===== config.mk =====
export PLATFORM = sky130hd
export DESIGN_NAME = baud_gen_multi
export DESIGN_NICKNAME = d
export VERILOG_FILES = /design/src/rtl/baud_pkg.sv /design/src/rtl/baud_os_counter.sv /design/src/rtl/baud_gen_multi.sv
export SDC_FILE = /design/constraint.sdc
export NUM_CORES = 1
export LEC_CHECK = 0
export ABC_AREA = 1
export ABC_CLOCK_PERIOD_IN_PS = 5400
export CAP_MARGIN = 20
export CORE_ASPECT_RATIO = 0.9
export CORE_MARGIN = 10
export CORE_UTILIZATION = 35
export DETAILED_ROUTE_END_ITERATION = 10
export PLACE_DENSITY = 0.51
export SYNTH_ARGS = -nofsm -noshare
export SYNTH_HDL_FRONTEND = slang
export SYNTH_SLANG_ARGS = --single-unit

===== constraint.sdc =====
create_clock -name clk -period 5.4 [get_ports clk]
set_clock_uncertainty 0.1 [all_clocks]
set_input_delay 0.81 -clock clk [delete_from_list [all_inputs] [get_ports clk]]
set_output_delay 0.81 -clock clk [all_outputs]
set_load 0.02 [all_outputs]

===== src/rtl/baud_pkg.sv =====
// Shared constants and constant functions for the multi-rate baud generator.
// BAUD_GEN_FRAC_EN (defined in the top) selects the fractional engine.
package baud_pkg;

    localparam int unsigned CLK_FREQ_DEF = 100_000_000;

    localparam logic [1:0] SEL_B0 = 2'd0;
    localparam logic [1:0] SEL_B1 = 2'd1;
    localparam logic [1:0] SEL_B2 = 2'd2;
    localparam logic [1:0] SEL_B3 = 2'd3;

    typedef enum logic {
        ST_IDLE = 1'b0,
        ST_RUN  = 1'b1
    } state_t;

    // round(clk / (baud * os))
    function automatic int unsigned calc_div(int unsigned clk_freq, int unsigned baud,
                                             int unsigned os);
        longint unsigned bo;
        bo = 64'(baud) * 64'(os);
        return 32'((64'(clk_freq) + bo / 2) / bo);
    endfunction

    // round(baud * os * 2^acc_w / clk)
    function automatic longint unsigned calc_inc(int unsigned clk_freq, int unsigned baud,
                                                 int unsigned os, int unsigned acc_w);
        longint unsigned bo;
        bo = 64'(baud) * 64'(os);
        return ((bo << acc_w) + 64'(clk_freq) / 2) / 64'(clk_freq);
    endfunction

    function automatic int unsigned max4(int unsigned a, int unsigned b,
                                         int unsigned c, int unsigned d);
        int unsigned m;
        m = a;
        if (b > m) m = b;
        if (c > m) m = c;
        if (d > m) m = d;
        return m;
    endfunction

endpackage


===== src/rtl/baud_os_counter.sv =====
// Oversample position counter: turns the os strobe into mid-bit and bit ticks.
module baud_os_counter
    import baud_pkg::*;
#(
    parameter int unsigned OVERSAMPLE = 16
) (
    input  logic clk_i,
    input  logic rst_ni,
    input  logic en_i,
    input  logic restart_i,
    input  logic os_tick_i,
    output logic mid_tick_o,
    output logic baud_tick_o
);

    localparam int unsigned     OS_W = $clog2(OVERSAMPLE);
    localparam logic [OS_W-1:0] LAST = OS_W'(OVERSAMPLE - 1);
    localparam logic [OS_W-1:0] MID  = OS_W'(OVERSAMPLE / 2 - 1);

    logic [OS_W-1:0] os_cnt_q, os_cnt_d;
    logic            adv, mid_d, baud_d, mid_q, baud_q;

    assign adv = os_tick_i & en_i & ~restart_i;

    always_comb begin
        os_cnt_d = os_cnt_q;
        mid_d    = adv && (os_cnt_q == MID);
        baud_d   = adv && (os_cnt_q == LAST);
        if (restart_i) begin
            os_cnt_d = '0;
        end else if (adv) begin
            os_cnt_d = (os_cnt_q == LAST) ? '0 : os_cnt_q + OS_W'(1);
        end
    end

    always_ff @(posedge clk_i or negedge rst_ni) begin
        if (!rst_ni) begin
            os_cnt_q <= '0;
            mid_q    <= 1'b0;
            baud_q   <= 1'b0;
        end else begin
            os_cnt_q <= os_cnt_d;
            mid_q    <= mid_d;
            baud_q   <= baud_d;
        end
    end

    assign mid_tick_o  = mid_q;
    assign baud_tick_o = baud_q;

endmodule


===== src/rtl/baud_gen_multi.sv =====
// Runtime-selectable oversampling baud generator with restart and enable.
// Define BAUD_GEN_FRAC_EN for the phase-accumulator engine; default is integer DIV.
module baud_gen_multi
    import baud_pkg::*;
#(
    parameter int unsigned CLK_FREQ   = CLK_FREQ_DEF,
    parameter int unsigned BAUD0      = 9600,
    parameter int unsigned BAUD1      = 19200,
    parameter int unsigned BAUD2      = 57600,
    parameter int unsigned BAUD3      = 115200,
    parameter int unsigned OVERSAMPLE = 16,
    parameter int unsigned ACC_W      = 32
) (
    input  logic       clk,
    input  logic       rst,
    input  logic       en,
    input  logic       restart,
    input  logic [1:0] baud_sel,
    output logic       os_tick,
    output logic       mid_tick,
    output logic       baud_tick
);

    if (OVERSAMPLE < 4 || OVERSAMPLE > 32 || (OVERSAMPLE % 2) != 0) begin : g_bad_os
        $error("OVERSAMPLE must be even and within 4..32");
    end
    if (ACC_W < 8 || ACC_W > 40) begin : g_bad_acc
        $error("ACC_W must be within 8..40");
    end

    logic [1:0] sel_q;
    logic       clr, run, os_pulse, os_tick_q;
    state_t     state;

    assign state = en ? ST_RUN : ST_IDLE;
    assign run   = (state == ST_RUN);
    // A new rate realigns everything exactly like an explicit restart.
    assign clr   = restart | (baud_sel != sel_q);

    always_ff @(posedge clk or negedge rst) begin
        if (!rst) begin
            sel_q     <= SEL_B0;
            os_tick_q <= 1'b0;
        end else begin
            sel_q     <= baud_sel;
            os_tick_q <= os_pulse;
        end
    end

`ifdef BAUD_GEN_FRAC_EN
    localparam logic [ACC_W-1:0] INC0 = ACC_W'(calc_inc(CLK_FREQ, BAUD0, OVERSAMPLE, ACC_W));
    localparam logic [ACC_W-1:0] INC1 = ACC_W'(calc_inc(CLK_FREQ, BAUD1, OVERSAMPLE, ACC_W));
    localparam logic [ACC_W-1:0] INC2 = ACC_W'(calc_inc(CLK_FREQ, BAUD2, OVERSAMPLE, ACC_W));
    localparam logic [ACC_W-1:0] INC3 = ACC_W'(calc_inc(CLK_FREQ, BAUD3, OVERSAMPLE, ACC_W));

    logic [ACC_W-1:0] inc, acc_q, acc_d;
    logic [ACC_W:0]   sum;

    always_comb begin
        inc = INC0;
        case (sel_q)
            SEL_B1:  inc = INC1;
            SEL_B2:  inc = INC2;
            SEL_B3:  inc = INC3;
            default: ;
        endcase
    end

    assign sum = {1'b0, acc_q} + {1'b0, inc};

    // The carry out of the accumulator is the oversample strobe.
    always_comb begin
        acc_d    = acc_q;
        os_pulse = 1'b0;
        if (clr) begin
            acc_d = '0;
        end else if (run) begin
            acc_d    = sum[ACC_W-1:0];
            os_pulse = sum[ACC_W];
        end
    end

    always_ff @(posedge clk or negedge rst) begin
        if (!rst) acc_q <= '0;
        else      acc_q <= acc_d;
    end
`else
    localparam int unsigned DIV0    = calc_div(CLK_FREQ, BAUD0, OVERSAMPLE);
    localparam int unsigned DIV1    = calc_div(CLK_FREQ, BAUD1, OVERSAMPLE);
    localparam int unsigned DIV2    = calc_div(CLK_FREQ, BAUD2, OVERSAMPLE);
    localparam int unsigned DIV3    = calc_div(CLK_FREQ, BAUD3, OVERSAMPLE);
    localparam int unsigned DIV_MAX = max4(DIV0, DIV1, DIV2, DIV3);
    localparam int unsigned CNT_W   = (DIV_MAX > 1) ? $clog2(DIV_MAX) : 1;

    logic [CNT_W-1:0] div_m1, cnt_q, cnt_d;

    always_comb begin
        div_m1 = CNT_W'(DIV0 - 1);
        case (sel_q)
            SEL_B1:  div_m1 = CNT_W'(DIV1 - 1);
            SEL_B2:  div_m1 = CNT_W'(DIV2 - 1);
            SEL_B3:  div_m1 = CNT_W'(DIV3 - 1);
            default: ;
        endcase
    end

    always_comb begin
        cnt_d    = cnt_q;
        os_pulse = 1'b0;
        if (clr) begin
            cnt_d = '0;
        end else if (run) begin
            if (cnt_q >= div_m1) begin
                cnt_d    = '0;
                os_pulse = 1'b1;
            end else begin
                cnt_d = cnt_q + CNT_W'(1);
            end
        end
    end

    always_ff @(posedge clk or negedge rst) begin
        if (!rst) cnt_q <= '0;
        else      cnt_q <= cnt_d;
    end
`endif

    baud_os_counter #(
        .OVERSAMPLE(OVERSAMPLE)
    ) u_os_counter (
        .clk_i      (clk),
        .rst_ni     (rst),
        .en_i       (run),
        .restart_i  (clr),
        .os_tick_i  (os_pulse),
        .mid_tick_o (mid_tick),
        .baud_tick_o(baud_tick)
    );

    assign os_tick = os_tick_q;

endmodule


==> After elaboration in Yosys (flattened, before gate mapping) <==
Index checks and enable logic that the tools add are counted.
{ "totals": {"register_bits": 19, "inputBits": 6, "output_inout_bits": 3} }
{ "op_classes": {"addsub": 2, "magnitude_cmp": 1, "n_eq_ne": 6, "n_mux": 11, "n_bitwise": 4, "n_reduce_logical": 4} }
{ "ops": {"columns": ["op", "n"], "rows": [
  ["$mux W10", 3],
  ["$pmux W10 S3", 1],
  ["$mux W4", 3],
  ["$add A10 B1 Y10 const B", 1],
  ["$ge A10 B10 Y1", 1],
  ["$add A4 B1 Y4 const B", 1],
  ["$eq A2 B2 Y1 const B", 2],
  ["$eq A4 B3 Y1 const B", 1],
  ["$eq A4 B4 Y1 const B", 1],
  ["$mux W1", 4],
  ["$reduce_bool A2 Y1", 2],
  ["$and A1 B1 Y1", 2],
  ["$eq A2 B1 Y1 const B", 1],
  ["$logic_and A1 B1 Y1", 2],
  ["$ne A2 B2 Y1", 1],
  ["$not A1 Y1", 1],
  ["$or A1 B1 Y1", 1]
]} }

==> Depth between registers and ports, before layout <==
{ "depth": {"depth_word": 10, "ltp_mapped": 13} }

==> By module <==
From an unflattened synthesis, not the netlist that was laid out.
{ "unflattened": {"hier_cells": 181, "area_unflattened_um2": 1408.9} }
{ "by_module_without_submodules": {"columns": ["module", "n_inst", "cells_each", "area_each_um2"], "rows": [
  ["baud_gen_multi", 1, 149, 1112.3],
  ["baud_os_counter", 1, 32, 296.5]
]} }

==> Worst setup path after synthesis <==
OpenSTA, ideal clock, no wires.
{ "synth_timing": {"path_type": "reg2reg", "from": "reg sel_q[1]", "to": "reg cnt_q[5]", "arrival_time_ps": 1806, "setup_slack_ps": 3426, "path_stages_with_launch": 12, "period_less_slack_ps": 1974, "cell_sequence": "dfrtp_1 -> inv_2 -> ha_1 -> inv_1 -> ha_1 -> a21oi_2 -> inv_1 -> nor2_2 -> nand3_4 -> nand2_4 -> nand2_4 -> nor2_2"} }
{ "synth_via": {"elab_chain_len": 6, "elab_cells_between_ends": 11} }
{ "synth_rtl": {"columns": ["item", "line", "source"], "rows": [
  ["start: declaration", "baud_gen_multi.sv:31", "logic [1:0] sel_q;"],
  ["start signal: assignment", "baud_gen_multi.sv:45", "sel_q <= baud_sel;"],
  ["$eq A2 B2 Y1 or $eq A2 B1 Y1 (tied branches)", "baud_gen_multi.sv:99", "case (sel_q)"],
  ["$pmux W10 S3", "baud_gen_multi.sv:99", null],
  ["$ge A10 B10 Y1", "baud_gen_multi.sv:113", "if (cnt_q >= div_m1) begin"],
  ["$mux W10", "baud_gen_multi.sv:113", null],
  ["$mux W10", "baud_gen_multi.sv:112", "end else if (run) begin"],
  ["$mux W10", "baud_gen_multi.sv:110", "if (clr) begin"],
  ["end signal: assignment", "baud_gen_multi.sv:124", "else cnt_q <= cnt_d;"],
  ["end: declaration", "baud_gen_multi.sv:95", "logic [CNT_W-1:0] div_m1, cnt_q, cnt_d;"]
]} }
Parallel ways exist; a longest one is shown, timed or not. The select of a mux whose other input is x is not followed.
A chain may end at the register's enable or synchronous reset.

==> Worst setup path after layout <==
{ "layout_timing": {"from": "reg sel_q[1]", "to": "reg cnt_q[9]"} }
The elaborated chain is that of the path after synthesis.

==> results by group <==
Worst hold path
  – Hold Path Sink: u_os_counter.os_cnt_q[1]$_DFFE_PN0P_
  – Hold/Removal Path Class: flop to flop
  – Min-Delay Startpoint: u_os_counter.os_cnt_q[1]$_DFFE_PN0P_
  – Min-Delay Path Depth: 2

Worst setup path
  – Setup crit end kind: flop
  – R2R cell count: 11
  – Max stage delay cell, worst path: dfrtp_1
  – Max stage delay on crit path: about 0.44 ns
  – RR Endpoint: cnt_q[9]$_DFFE_PN0P_
  – Crit-path cells: inv_2, ha_1, inv_1, ha_1, a21oi_2, inv_1, nor2_2, nand3_4, nand2_4, nand2_4, nor2_2
  – Setup slack, reg-to-reg: 3.17 ns
  – Crit path max fanout: 7
  – RR Startpoint: sel_q[1]$_DFF_PN0_
  – Startpoint class of the critical path: flop
  – Worst Path Required: roughly 5.5 ns
  – WP data arrival: ~2.3 ns
  – Delay-heaviest family, CP: simple AND/OR/NAND/NOR gates
  – WP buf/inv: 3
  – Worst Path Class, Setup: flop to flop

Die
  – Die H: between 80 and 90 um
  – Die area: 7187 um2
  – CORE AREA: 4074 um2
  – Die X: between 80 and 90 um
  – Initial Utilization: a little over a third
  – I/O pin count: 9
  – Row count: 22

Timing
  – Final WS setup: 3.166 ns
  – Setup violations, final: 0
  – RSZ-0062 raised after global routing: no
  – Min Tclk post-route: roughly 2.2 ns
  – Final hold violation count: 0
  – Fin Setup TNS: 0 ns
  – Final Cycle Share: ~41%
  – WHS: 0.4343 ns
  – Worst-Margin Slew: around 0.93 ns
  – Rel. slew slack: 37.96%
  – Fmax: 447.5 MHz
  – Pins over their slew limit: 0

Final layout
  – Final instance area: 1638 um2
  – Register area: 475.5 um2
  – Multi-input gate area in the final layout: 838.3 um2
  – Fin nets: 232
  – Antenna diodes: 0
  – FILL cells: 451
  – Layout cells sized above 1: 12.02%
  – P&R area growth vs syn: 11.59%

Synth
  – Register area share after synthesis: 32.40%
  – Post-synth EDFFs: 0
  – Synthesized area: about 1500 um2
  – Synth warnings: 0
  – Netlist cell types: 21
  – Cells after synthesis: between 150 and 200
  – Async S/R FF share, synth: 100.0%
  – Share of the synthesized area in the top cell type: between 30% and 40%
  – Mean Syn Cell Area: about 7.5 um2
  – Top_reg_cell synth: dfrtp_1
  – Area leader, netlist: dfrtp_1
  – Synth Register Bits: 19
  – Synth top area cells: dfrtp_1 (32%), ha_1 (14%), nand2_1 (14%)
  – Post-synth net total: 220

Placed design
  – Hpwl dp: approximately 2200 um
  – Port buffer count: 8
  – Post-placement cell area: 1593 um2
  – GP Congestion: 0.7644
  – Setup WS pre-CTS: 3.040 ns

Global route
  – Grt total ovfl: 0
  – Number of global-route vias before repair: about 1100
  – Pin count of the biggest net entering global routing: 20
  – Global-route wire length before repair: 5002 um
  – GRT Total Usage: 8.750%
  – Initial antenna violation count: 0

Flow run
  – Max-Cap Viols: 0

Clocking
  – H-Tree Depth: 1
  – Hold_buf cts: 0
  – Resized Gates After CTS: 0
  – Worst-skew pair later-pin latency: 0.26 ns
  – CTS Root Cell: clkbuf_8
  – CTS tree: built
  – Worst-path clk slew: 0.07 ns
  – # clock sinks: 19
  – Setup bufs post-CTS: 0
  – CTS buffer count: 3
  – Max clock buf depth: 2

Route
  – Routed Antenna Nets: 0
  – Total number of vias: 1145
  – WL/cell: 10.91 um
  – Post-DR vias/cell: roughly 4.5
  – Detailed Routing Iterations Pass 1: 4
  – Final WL: 2792 um
  – Initial DRC Count: 55
  – Remaining DRCs: 0

Power
  – Total power: between 0.0003 and 0.0004 W
  – Switching power: 0.00008342 W
  – Leak Pwr: 0.8799 nW
  – Sequential Power Share: between 50 and 60%
  – Comb pwr share: 16.0%
  – Clk pwr share: 33.7%
  – IR drop worst, VDD: 127.0 uV
  – Pwr Density: 183.2 nW/um2
  – P_int: between 0.0002 and 0.00025 W
  – Switching share of power: 27.80%

Outcome
  – Status: finished, final reports clean
## through the flow
step,cells,util [%]
2_1_floorplan,197,-
3_3_place_gp,252,39.10
3_5_place_dp,252,39.10
4_1_cts,256,40.20
5_1_grt,256,40.20
6_report,256,40.20
## worst reg2reg max path: stages (launching register included)
cell	delay, ns
dfrtp_1	0.44
inv_2	0.12
ha_1	0.21
inv_1	0.11
ha_1	0.33
a21oi_2	0.17
inv_1	0.06
nor2_2	0.15
nand3_4	0.15
nand2_4	0.12
nand2_4	0.10
nor2_2	0.12
## kinds of logic after synthesis
kind of cell,synth area share [%]
AND/OR/NAND/NOR,40.07
AO/OA/AOI/OAI,1.960
buffers and inverters,10.49
adder cells (fa/ha/maj),14.49
flip-flops,32.40
XOR/XNOR,0.5969
## layer usage
layer  up-vias  global-route usage [%]  part of all wire, %
met5         -                       0                    0
met2        10                   12.88                   43
met1       491                   12.01                   54
li1        642                       -                    -
met3         2                   2.770                  2.9
met4         0                   2.419                 0.57
## flip-flops by register name, indices dropped and copies added, names as in the netlist
| signal | count |
|---|---|
| sel_q | 2 |
| u_os_counter.baud_tick_o | 1 |
| u_os_counter.os_cnt_q | 4 |
| u_os_counter.mid_tick_o | 1 |
| os_tick | 1 |
| cnt_q | 10 |
## synthesized netlist by cell type (2+ instances only)
library cell and instances:
nand2_1 56, inv_1 33, nand3_1 22, dfrtp_1 19
ha_1 17, nor2_1 14, nand4_1 7, nor2_2 5
inv_2 4, a21oi_1 3, nor3_2 3, nand2_2 2
nand2_4 2, nand3_4 2, nor2_4 2
## final cells by class
| type | count | share of cell area, % |
|---|---|---|
| clock buffer | 4 | 2.750 |
| tap | 48 | 3.667 |
| inverter | 37 | 8.480 |
| multi-input combinational | 140 | 51.18 |
| sequential | 19 | 29.03 |
| timing repair buffer | 8 | 4.889 |
## layout by cell type, fill, tap and decap left out, drive strengths merged
master	count
nand3b	1
clkdlybuf4s50	8
nand2	60
xor2	1
nor3	3
clkbuf	4
inv	37
o21ai	1
ha	17
nand3	25
nor2	21
nand4	7
a21oi	4
dfrtp	19
## power groups by stage
stage	Combinational (W)	Sequential (W)	Clock (W)
finish	0.0000481	0.000151	0.000101
global route	0.0000570	0.000152	0.000115
CTS	0.0000495	0.000151	0.000108
detailed placement	0.0000490	0.000154	0
global placement	0.0000491	0.000154	0
floorplan	0.0000347	0.000153	0
## worst max path at each step
stage | start | endpoint | slack, ns | depth (start not counted)
2_1_floorplan | sel_q[1]$_DFF_PN0_ | cnt_q[5]$_DFFE_PN0P_ | 3.43 | 11
3_3_place_gp | en | cnt_q[0]$_DFFE_PN0P_ | 3.02 | 5
3_5_place_dp | en | cnt_q[0]$_DFFE_PN0P_ | 3.04 | 5
4_1_cts | sel_q[1]$_DFF_PN0_ | cnt_q[9]$_DFFE_PN0P_ | 3.13 | 11
5_1_grt | sel_q[1]$_DFF_PN0_ | cnt_q[3]$_DFFE_PN0P_ | 2.95 | 11
6_report | sel_q[1]$_DFF_PN0_ | cnt_q[9]$_DFFE_PN0P_ | 3.17 | 11
Note: power is estimated with default switching activity, not from simulation.
